--- src/rtl/washing_machine_seq.sv ---
// Washing machine cycle sequencer: lock, fill, wash, rinse passes, spin, dry.
// Per-phase timeout, pause/resume with a saved return state, and an abortable fault state.
module washing_machine_seq #(
    parameter int RC_W    = 2,
    parameter int TMO_W   = 16,
    parameter int TIMEOUT = 1000
) (
    input  logic            clk,
    input  logic            reset,
    input  logic            start,
    input  logic            door_locked,
    input  logic            fill_done,
    input  logic            wash_done,
    input  logic            rinse_done,
    input  logic            spin_done,
    input  logic            drain_done,
    input  logic            dry_done,
    input  logic            pause,
    input  logic            resume,
    input  logic            abort,
    input  logic [RC_W-1:0] rinse_count,
    input  logic            dry_en,
    output logic            lock_door,
    output logic            fill_water,
    output logic            wash,
    output logic            rinse,
    output logic            spin,
    output logic            drain,
    output logic            dry,
    output logic            busy,
    output logic            paused,
    output logic            done,
    output logic            fault,
    output logic [3:0]      state
);

    typedef enum logic [3:0] {
        S_IDLE   = 4'd0,
        S_LOCK   = 4'd1,
        S_FILL   = 4'd2,
        S_WASH   = 4'd3,
        S_DRAIN  = 4'd4,
        S_RINSE  = 4'd5,
        S_SPIN   = 4'd6,
        S_DRY    = 4'd7,
        S_DONE   = 4'd8,
        S_PAUSED = 4'd9,
        S_FAULT  = 4'd10
    } state_t;

    state_t            state_q, state_d;
    state_t            saved_q, saved_d;
    state_t            pnext;
    logic [TMO_W-1:0]  cnt_q, cnt_d;
    logic [RC_W-1:0]   rc_q, rc_d;
    logic [RC_W-1:0]   rinse_q, rinse_d;
    logic              dry_q, dry_d;
    logic              pdone;
    logic              tmo;

    always_ff @(posedge clk or posedge reset) begin
        if (reset) begin
            state_q <= S_IDLE;
            saved_q <= S_IDLE;
            cnt_q   <= '0;
            rc_q    <= '0;
            rinse_q <= '0;
            dry_q   <= 1'b0;
        end else begin
            state_q <= state_d;
            saved_q <= saved_d;
            cnt_q   <= cnt_d;
            rc_q    <= rc_d;
            rinse_q <= rinse_d;
            dry_q   <= dry_d;
        end
    end

    // Completion input and successor for the current phase
    always_comb begin
        pdone = 1'b0;
        pnext = state_q;
        case (state_q)
            S_LOCK: begin
                pdone = door_locked;
                pnext = S_FILL;
            end
            S_FILL: begin
                pdone = fill_done;
                pnext = S_WASH;
            end
            S_WASH: begin
                pdone = wash_done;
                pnext = S_DRAIN;
            end
            S_DRAIN: begin
                pdone = drain_done;
                pnext = (rinse_q < rc_q) ? S_RINSE : S_SPIN;
            end
            S_RINSE: begin
                pdone = rinse_done;
                pnext = S_DRAIN;
            end
            S_SPIN: begin
                pdone = spin_done;
                pnext = dry_q ? S_DRY : S_DONE;
            end
            S_DRY: begin
                pdone = dry_done;
                pnext = S_DONE;
            end
            default: begin
                pdone = 1'b0;
                pnext = state_q;
            end
        endcase
    end

    assign tmo = (cnt_q == TMO_W'(TIMEOUT - 1));

    always_comb begin
        state_d = state_q;
        saved_d = saved_q;
        rc_d    = rc_q;
        rinse_d = rinse_q;
        dry_d   = dry_q;
        case (state_q)
            S_IDLE: begin
                if (start) begin
                    state_d = S_LOCK;
                    rc_d    = rinse_count;
                    dry_d   = dry_en;
                    rinse_d = '0;
                end
            end
            S_DONE:   state_d = S_IDLE;
            S_PAUSED: begin
                if (abort)
                    state_d = S_IDLE;
                else if (resume)
                    state_d = saved_q;
            end
            S_FAULT: begin
                if (abort)
                    state_d = S_IDLE;
            end
            default: begin
                if (abort) begin
                    state_d = S_IDLE;
                end else if (tmo) begin
                    state_d = S_FAULT;
                end else if (pdone) begin
                    state_d = pnext;
                    if (state_q == S_RINSE)
                        rinse_d = rinse_q + 1'b1;
                end else if (pause && state_q != S_LOCK) begin
                    state_d = S_PAUSED;
                    saved_d = state_q;
                end
            end
        endcase
    end

    // Timeout count survives the trip into and back out of PAUSED
    always_comb begin
        cnt_d = cnt_q;
        if (state_d != state_q) begin
            if (state_d == S_PAUSED
                || (state_q == S_PAUSED && state_d != S_IDLE))
                cnt_d = cnt_q;
            else
                cnt_d = '0;
        end else if (state_q >= S_LOCK && state_q <= S_DRY) begin
            cnt_d = cnt_q + 1'b1;
        end
    end

    assign lock_door  = (state_q != S_IDLE);
    assign fill_water = (state_q == S_FILL);
    assign wash       = (state_q == S_WASH);
    assign rinse      = (state_q == S_RINSE);
    assign spin       = (state_q == S_SPIN);
    assign drain      = (state_q == S_DRAIN) || (state_q == S_FAULT);
    assign dry        = (state_q == S_DRY);
    assign busy       = (state_q != S_IDLE);
    assign paused     = (state_q == S_PAUSED);
    assign done       = (state_q == S_DONE);
    assign fault      = (state_q == S_FAULT);
    assign state      = state_q;

endmodule

--- config.mk ---
export PLATFORM = sky130hd
export DESIGN_NAME = washing_machine_seq
export DESIGN_NICKNAME = d
export VERILOG_FILES = /design/src/rtl/washing_machine_seq.sv
export SDC_FILE = /design/constraint.sdc
export NUM_CORES = 1
export LEC_CHECK = 0
export CAP_MARGIN = 25
export CORE_MARGIN = 1
export CORE_UTILIZATION = 50
export CTS_CLUSTER_DIAMETER = 100
export DETAILED_ROUTE_END_ITERATION = 16
export HOLD_SLACK_MARGIN = 0.08
export PLACE_DENSITY_LB_ADDON = 0.12
export SYNTH_ARGS = -nofsm -noshare
export SYNTH_HDL_FRONTEND = slang
export SYNTH_SLANG_ARGS = --single-unit
--- constraint.sdc ---
create_clock -name clk -period 2.45 [get_ports clk]
set_clock_uncertainty 0.1 [all_clocks]
set_input_delay 0.49 -clock clk [delete_from_list [all_inputs] [get_ports clk]]
set_output_delay 0.49 -clock clk [all_outputs]
set_load 0.02 [all_outputs]
==> metrics.yaml, run 1 <==
die:
  die-width_um: 70.55
  die_y_um: 70.55
  core-area_um2: 4444
  dieArea_um2: 4977
  initial_core_util_pct: 52.87
  rows: 24
  io_pins: 31
worst_setup_path:
  crit_type: "register to register"
  critical_path_required_ns: 2.57
  crit_fanout: 14
  crit_path_frequent_cell: "buf_6"
  r2r.worst_path.cells: 12
  crit_chain: "buf_6 -> nand4bb_4 -> buf_6 -> o31ai_4 -> nor2_2 -> nor3_2 -> o311ai_4 -> buf_4 -> a211o_4 -> buf_12 -> nor3_1 -> a221o_1"
  cp_top_family: "compound AO/OA/AOI/OAI gates"
  cpPeakStageDelay_ns: 0.43
  cp-end-kind: "register"
  start_kind: "register"
  r2r_setup_slack_ns: -0.59
  path_buf_inv: 4
  critical-path-slowest-cell: "dfrtp_2"
  cp_num_cells: 12
  worst-endpoint-arrival_ns: 3.16
global_routing:
  overflow: 0
  grt_pass1_vias: 2636
  grt_pass1_wl_mm: 12.70
  grt_max_degree: 30
  antenna_found_initial: 0
  groute.usage.overall_pct: 33.08
yosys:
  ys_warn_count: 0
  synth_edf_count: 0
  synthArstFlopShare_pct: 100.0
  synth_largest_area_cell: "dfrtp_1"
  muxShareOfSynthArea_pct: 5.112
  synthesis.nets: 289
  ys_seq_area_share_pct: 30.88
  synth_xor_area_share_pct: 0
  syn_avg_cell_area_um2: 8.671
  synth_top_area_share_pct: 30.88
  synthFlopType: "dfrtp_1"
  synth_top_family_by_area: "simple AND/OR/NAND/NOR gates"
  synthSimpleGateAreaFrac_pct: 34.03
  yosys-top-cells-area: "dfrtp_1 31%, nand2_1 5.8%, a221o_1 5.5%"
  synth_fa_ha_area_share_pct: 1.065
  synth_seq_cells: 29
  synth_compound_area_share_pct: 20.50
  synth_area_um2: 2350
  synth_cell_types: 65
  synthCells: 271
cells_and_area:
  antennaDiodeCount: 0
  final_nets: 406
  drive_gt1_share_pct: 46.79
  fill_cells: 220
  fin_area_um2: 3904
  multi_input_area_um2: 1807
  ff_latch_area_um2: 730.7
  area_growth_pct: 66.13
worst_hold_path:
  hold-path-cell-count: 1
  min-delay-path-class: "register to register"
timing:
  finalCriticalPeriod_ns: 3.036
  finalCritPeriodShare_pct: 123.9
  tightest_slew_ns: 0.4523
  hold_viol: 0
  max_freq_mhz: 329.4
  slew_viol_final: 0
  finalSetupViolCount: 16
  rsz0062_at_grt: "yes"
  maxSlewHeadroom_pct: 69.37
  fin_ws_ns: -0.5857
  fin_tns_setup_ns: -8.669
clock_network:
  cts_root_buf: "clkbuf_8"
  cts_buffers: 5
  clk_pin_slew_ns: 0.07
  clock_sinks: 29
  htree_levels: 2
  clk_latency_ns: 0.29
  cts_hold_buf: 0
  clockBufferDepth: 2
  cts_tree: "built"
power_and_ir_drop:
  share_comb_of_total_power_pct: 64.1
  switching_share_pct: 40.80
  p_seq_share_pct: 19.4
  power.share.clock_pct: 16.5
  power_density_nw_per_um2: 823.0
  vdd_drop_max_uv: 615.6
  p_total_mw: 3.213
  p_int_mw: 1.902
  power.switching_mw: 1.311
  leakage_nw: 1.766
routing:
  vias: 2857
  drcViolationCount: 0
  viasPerCell: 6.478
  first_iter_violations: 288
  drt-pass1-iter-count: 5
  drt_wl_total_mm: 9.117
  postRouteAntennaNets: 0
  wl_per_cell_um: 20.67
placement:
  io_buffers: 30
  placed_area_um2: 3196
  gp_congestion: 0.9366
  hpwl_mm: 5.027
status:
  status: "complete, but fails checks"
  violations: "negative setup slack"
flow_run:
  timing.max_cap.violations: 0
[per-layer routing]
metal  up-vias  global-route usage [%]  routed length (µm)
met3        52                   5.556                 720
met1      1368                   42.18                3565
met4         0                   12.44                 401
met2       193                   56.74                4429
li1       1244                       -                   -
met5         -                       0                   0
[through the flow]
stage	instances	setup slack [ns]	hold WS, ns	util [%]
final	441	-0.5857	0.4011	87.84
after detailed placement	406	-1.144	0.3992	71.90
after global placement	406	-1.076	0.3828	71.90
after CTS	430	-0.3615	0.4083	83.11
after global routing	441	-0.6606	0.4333	87.84
after floorplan	271	-0.1574	0.3545	-
[cell families after synthesis]
| group | count (synthesis) |
|---|---|
| buffers and inverters | 31 |
| muxes | 11 |
| DFF | 29 |
| adders and majority gates | 2 |
| and+or+nand+nor | 138 |
| AOI/OAI and AO/OA | 60 |
[state kept, by name, summed over array words and instances (netlist names)]
name and flops:
cnt_q 16, saved_q 4, rinse_q 2, dry_q 1, rc_q 2, state 4
[worst register-to-register path: cells and delay by family (launching register included)]
| family | cells | cell delay [ns] |
|---|---|---|
| compound gates | 4 | 0.94 |
| buf+inv | 4 | 0.63 |
| flops | 1 | 0.43 |
| simple gates | 4 | 0.88 |
[path summary, 6_finish.rpt]
check,to,startpoint
worst max-delay path,cnt_q[7],state[1]
worst max register to register,cnt_q[7],state[1]
worst min register to register,rinse_q[1],rinse_q[1]
min in group asynchronous,cnt_q[8],reset
max in group asynchronous,state[0],reset
worst min-delay path,rinse_q[1],rinse_q[1]
[layout by cell type (no fill, tap or decap), types with 6 or more instances in the layout]
master           instances
clkbuf_8                 6
mux2_2                   8
clkdlybuf4s50_1         14
buf_4                   79
a221o_1                 13
nand3_1                 11
buf_12                   6
nor2_1                  18
inv_1                    7
nand2_1                 36
buf_6                   13
dfrtp_1                 25
dlygate4sd2_1           14
nor3_1                  14
[cells in the mapped netlist (all sizes together), types with 4 or more instances]
library cell / count
dfrtp: 29
nor3: 18
a21oi: 4
a21o: 5
mux2: 8
nor2: 21
or3: 5
a221o: 13
nand3: 11
a211oi: 8
o21ai: 10
nand3b: 4
nor2b: 4
inv: 12
nor4: 4
or2: 5
and3: 5
and2: 5
buf: 16
nand2: 36
[cell type report]
cell class	instances	area share, %
multi-input cells	211	46.28
repair buffers	128	29.01
flip-flops and latches	29	18.72
clock buffers	7	2.212
well taps	52	1.667
inverters	13	1.346
clock inverters	1	0.7692
[timing repair]
action | 4_1_cts | 5_1_grt
cloned | 1 | 0
endpoints found under the setup margin | 27 | 19
gates resized for setup | 56 | 31
pin swaps | 14 | 19
setup buffers | 16 | 13
[power by group through the flow]
stage	logic, mW	registers [mW]	clock network (mW)
CTS	1.66	0.617	0.535
detailed placement	1.41	0.623	0
floorplan	0.889	0.631	0
global placement	1.37	0.620	0
global route	2.15	0.629	0.550
finish	2.06	0.623	0.530
Note: power is estimated with default switching activity, not from simulation.
==> run 2, diff against run 1 <==
CTS_CLUSTER_SIZE = 28   (was unset)
==> results of run 2 <==
The final DEF is identical to that of run 1; final timing and power are the same.
==> run 3, diff against run 2 <==
--- a/constraint.sdc
+++ b/constraint.sdc
@@ -4,2 +4,2 @@
 set_output_delay 0.49 -clock clk [all_outputs]
-set_load 0.02 [all_outputs]
+set_load 0.1 [all_outputs]
==> metrics.yaml, run 3 (synthesis gave the netlist of run 1 again) <==
status:
  status: "complete, but fails checks"
  violations: "negative setup slack"
cells_and_area:
  area_growth_pct: 67.41
  utilization_pct: 88.51  # +0.68 points
  final_cell_count_no_fill: 431  # -2.3%
  largest_reg_flops: 16  # unchanged
  antennaDiodeCount: 0  # unchanged
  final_nets: 396  # -2.5%
  top_register: "cnt_q"
  layout_commonest_cell: "buf_4"
  fill_cells: 211  # -4.1%
  drive_gt1_share_pct: 51.45  # +4.7 points
  most-common-layout-cells: "79 x buf_4, 34 x nand2_1, 25 x dfrtp_1"
timing:
  slew_viol_final: 0  # unchanged
  maxSlewHeadroom_pct: 74.19  # +4.8 points
  finalCriticalPeriod_ns: 2.918  # -0.1173 ns
  fin_tns_setup_ns: -6.508  # +2.160 ns
  tightest_slew_ns: 0.3842  # -0.06802 ns
  holdWs_ns: 0.4021  # +0.001027 ns
  rsz0062_at_grt: "yes"
  finalSetupViolCount: 16  # unchanged
  fin_ws_ns: -0.4684  # +0.1173 ns
  hold_viol: 0  # unchanged
  finalCritPeriodShare_pct: 119.1  # -4.8 points
  max_freq_mhz: 342.7  # +4.0%
worst_hold_path:
  min-delay-path-class: "register to register"
  hold-path-cell-count: 1  # unchanged
  hold_start: "rinse_q[1]"
  min_delay_worst_endpoint: "rinse_q[1]"
placement:
  io_buffers: 30  # unchanged
  dp.cells: 416  # +2.5%
  gp_congestion: 0.9085  # -3.0%
  hpwl_mm: 5.074  # +0.94%
worst_setup_path:
  r2r-start: "cnt_q[1]"
  worst-endpoint-arrival_ns: 3.04  # -0.12 ns
  cp-end-kind: "register"
  crit_type: "register to register"
  r2r_end: "cnt_q[5]"
  crit_fanout: 5  # -9
  start_kind: "register"
  critical_path_required_ns: 2.57  # about the same
  r2r_setup_slack_ns: -0.47  # +0.12 ns
  r2r.worst_path.cells: 12  # unchanged
die:
  dieArea_um2: 4977  # unchanged
  core-area_um2: 4444  # unchanged
  initial_core_util_pct: 52.87  # unchanged
  die_y_um: 70.55  # unchanged
  io_pins: 31  # unchanged
  rows: 24  # unchanged
  die-width_um: 70.55  # unchanged
global_routing:
  antenna_found_initial: 0  # unchanged
  grt_max_degree: 30  # unchanged
  overflow: 0  # unchanged
  groute.usage.overall_pct: 32.32  # -0.75 points
  grt_pass1_wl_mm: 12.63  # -0.54%
  grt_pass1_vias: 2619  # -0.64%
power_and_ir_drop:
  vdd_drop_max_uv: 767.9  # +25%
  power_density_nw_per_um2: 843.4  # +2.5%
  leakage_nw: 1.704  # -3.5%
routing:
  vias: 2806  # -1.8%
  wl_per_cell_um: 20.57  # -0.51%
  drcViolationCount: 0  # unchanged
  first_iter_violations: 252  # -13%
  drt_wl_total_mm: 8.865  # -2.8%
  drt-pass1-iter-count: 5  # unchanged
  viasPerCell: 6.510  # +0.49%
  postRouteAntennaNets: 0  # unchanged
clock_network:
  clock_sinks: 29  # unchanged
  clk_latency_ns: 0.30  # about the same
  cts_tree: "built"
  cts_buffers: 5  # unchanged
  htree_levels: 2  # unchanged
  clockBufferDepth: 2  # unchanged
  cts_hold_buf: 0  # unchanged
  cts_root_buf: "clkbuf_8"
  clk_pin_slew_ns: 0.07  # about the same
flow_run:
  timing.max_cap.violations: 0  # unchanged
[run 3: routing by layer]
metal	global-route usage, %	wire [µm]	vias to the layer above
met2	51.78	4309	155
met1	43.96	3628	1381
met5	0	0	-
met4	11.78	335	0
met3	6.268	592	42
li1	-	-	1228
[run 3: timing repair]
action,4_1_cts,5_1_grt
gates resized for setup,38,24
endpoints found under the setup margin,19,20
pin swaps,14,17
setup buffers,3,6
[run 3: how the worst max path moves through the flow]
stage	cells after the start	startpoint	endpoint	slack [ns]
after CTS	11	dry_done	cnt_q[15]	-0.40
after global placement	11	dry_done	cnt_q[2]	-1.03
after floorplan	10	state[2]	cnt_q[15]	-0.35
after detailed placement	10	dry_done	cnt_q[0]	-1.15
after global routing	12	state[0]	cnt_q[15]	-0.56
final	12	cnt_q[1]	cnt_q[5]	-0.47
[run 3: critical path, stage by stage (launching register included)]
cell	delay, ns
dfrtp_1	0.38
ha_2	0.20
nor4bb_4	0.19
buf_4	0.17
nand4_4	0.10
nor2b_4	0.17
buf_6	0.13
a211oi_4	0.26
o32ai_4	0.15
a211o_4	0.39
buf_6	0.15
nor4b_4	0.26
a221o_1	0.18
[run 3: where the power goes]
part / internal, mW / leakage (nW) / switching, mW
logic: 0.990 / 1.27 / 1.29
clock network: 0.197 / 0.0450 / 0.214
registers: 0.562 / 0.385 / 0.0616
total: 1.75 / 1.70 / 1.57
[run 3: area by class of cell]
type / instances / area, µm² / area share, %
Tap cell: 52 / 65.06 / 1.654
Clock buffer: 6 / 72.57 / 1.845
Sequential cell: 29 / 740.7 / 18.83
Multi-Input combinational cell: 211 / 1846 / 46.91
Clock inverter: 2 / 10.01 / 0.2545
Timing Repair Buffer: 118 / 1149 / 29.20
Inverter: 13 / 51.30 / 1.304
[run 3: per-stage QoR]
| step | total power [mW] | worst slack, ns | cell area [µm²] |
|---|---|---|---|
| after floorplan | 1.820 | -0.3501 | 2510 |
| after global placement | 2.390 | -1.031 | 3445 |
| after detailed placement | 2.425 | -1.147 | 3445 |
| after CTS | 3.071 | -0.4019 | 3785 |
| after global routing | 3.431 | -0.5610 | 3934 |
| final | 3.318 | -0.4684 | 3934 |
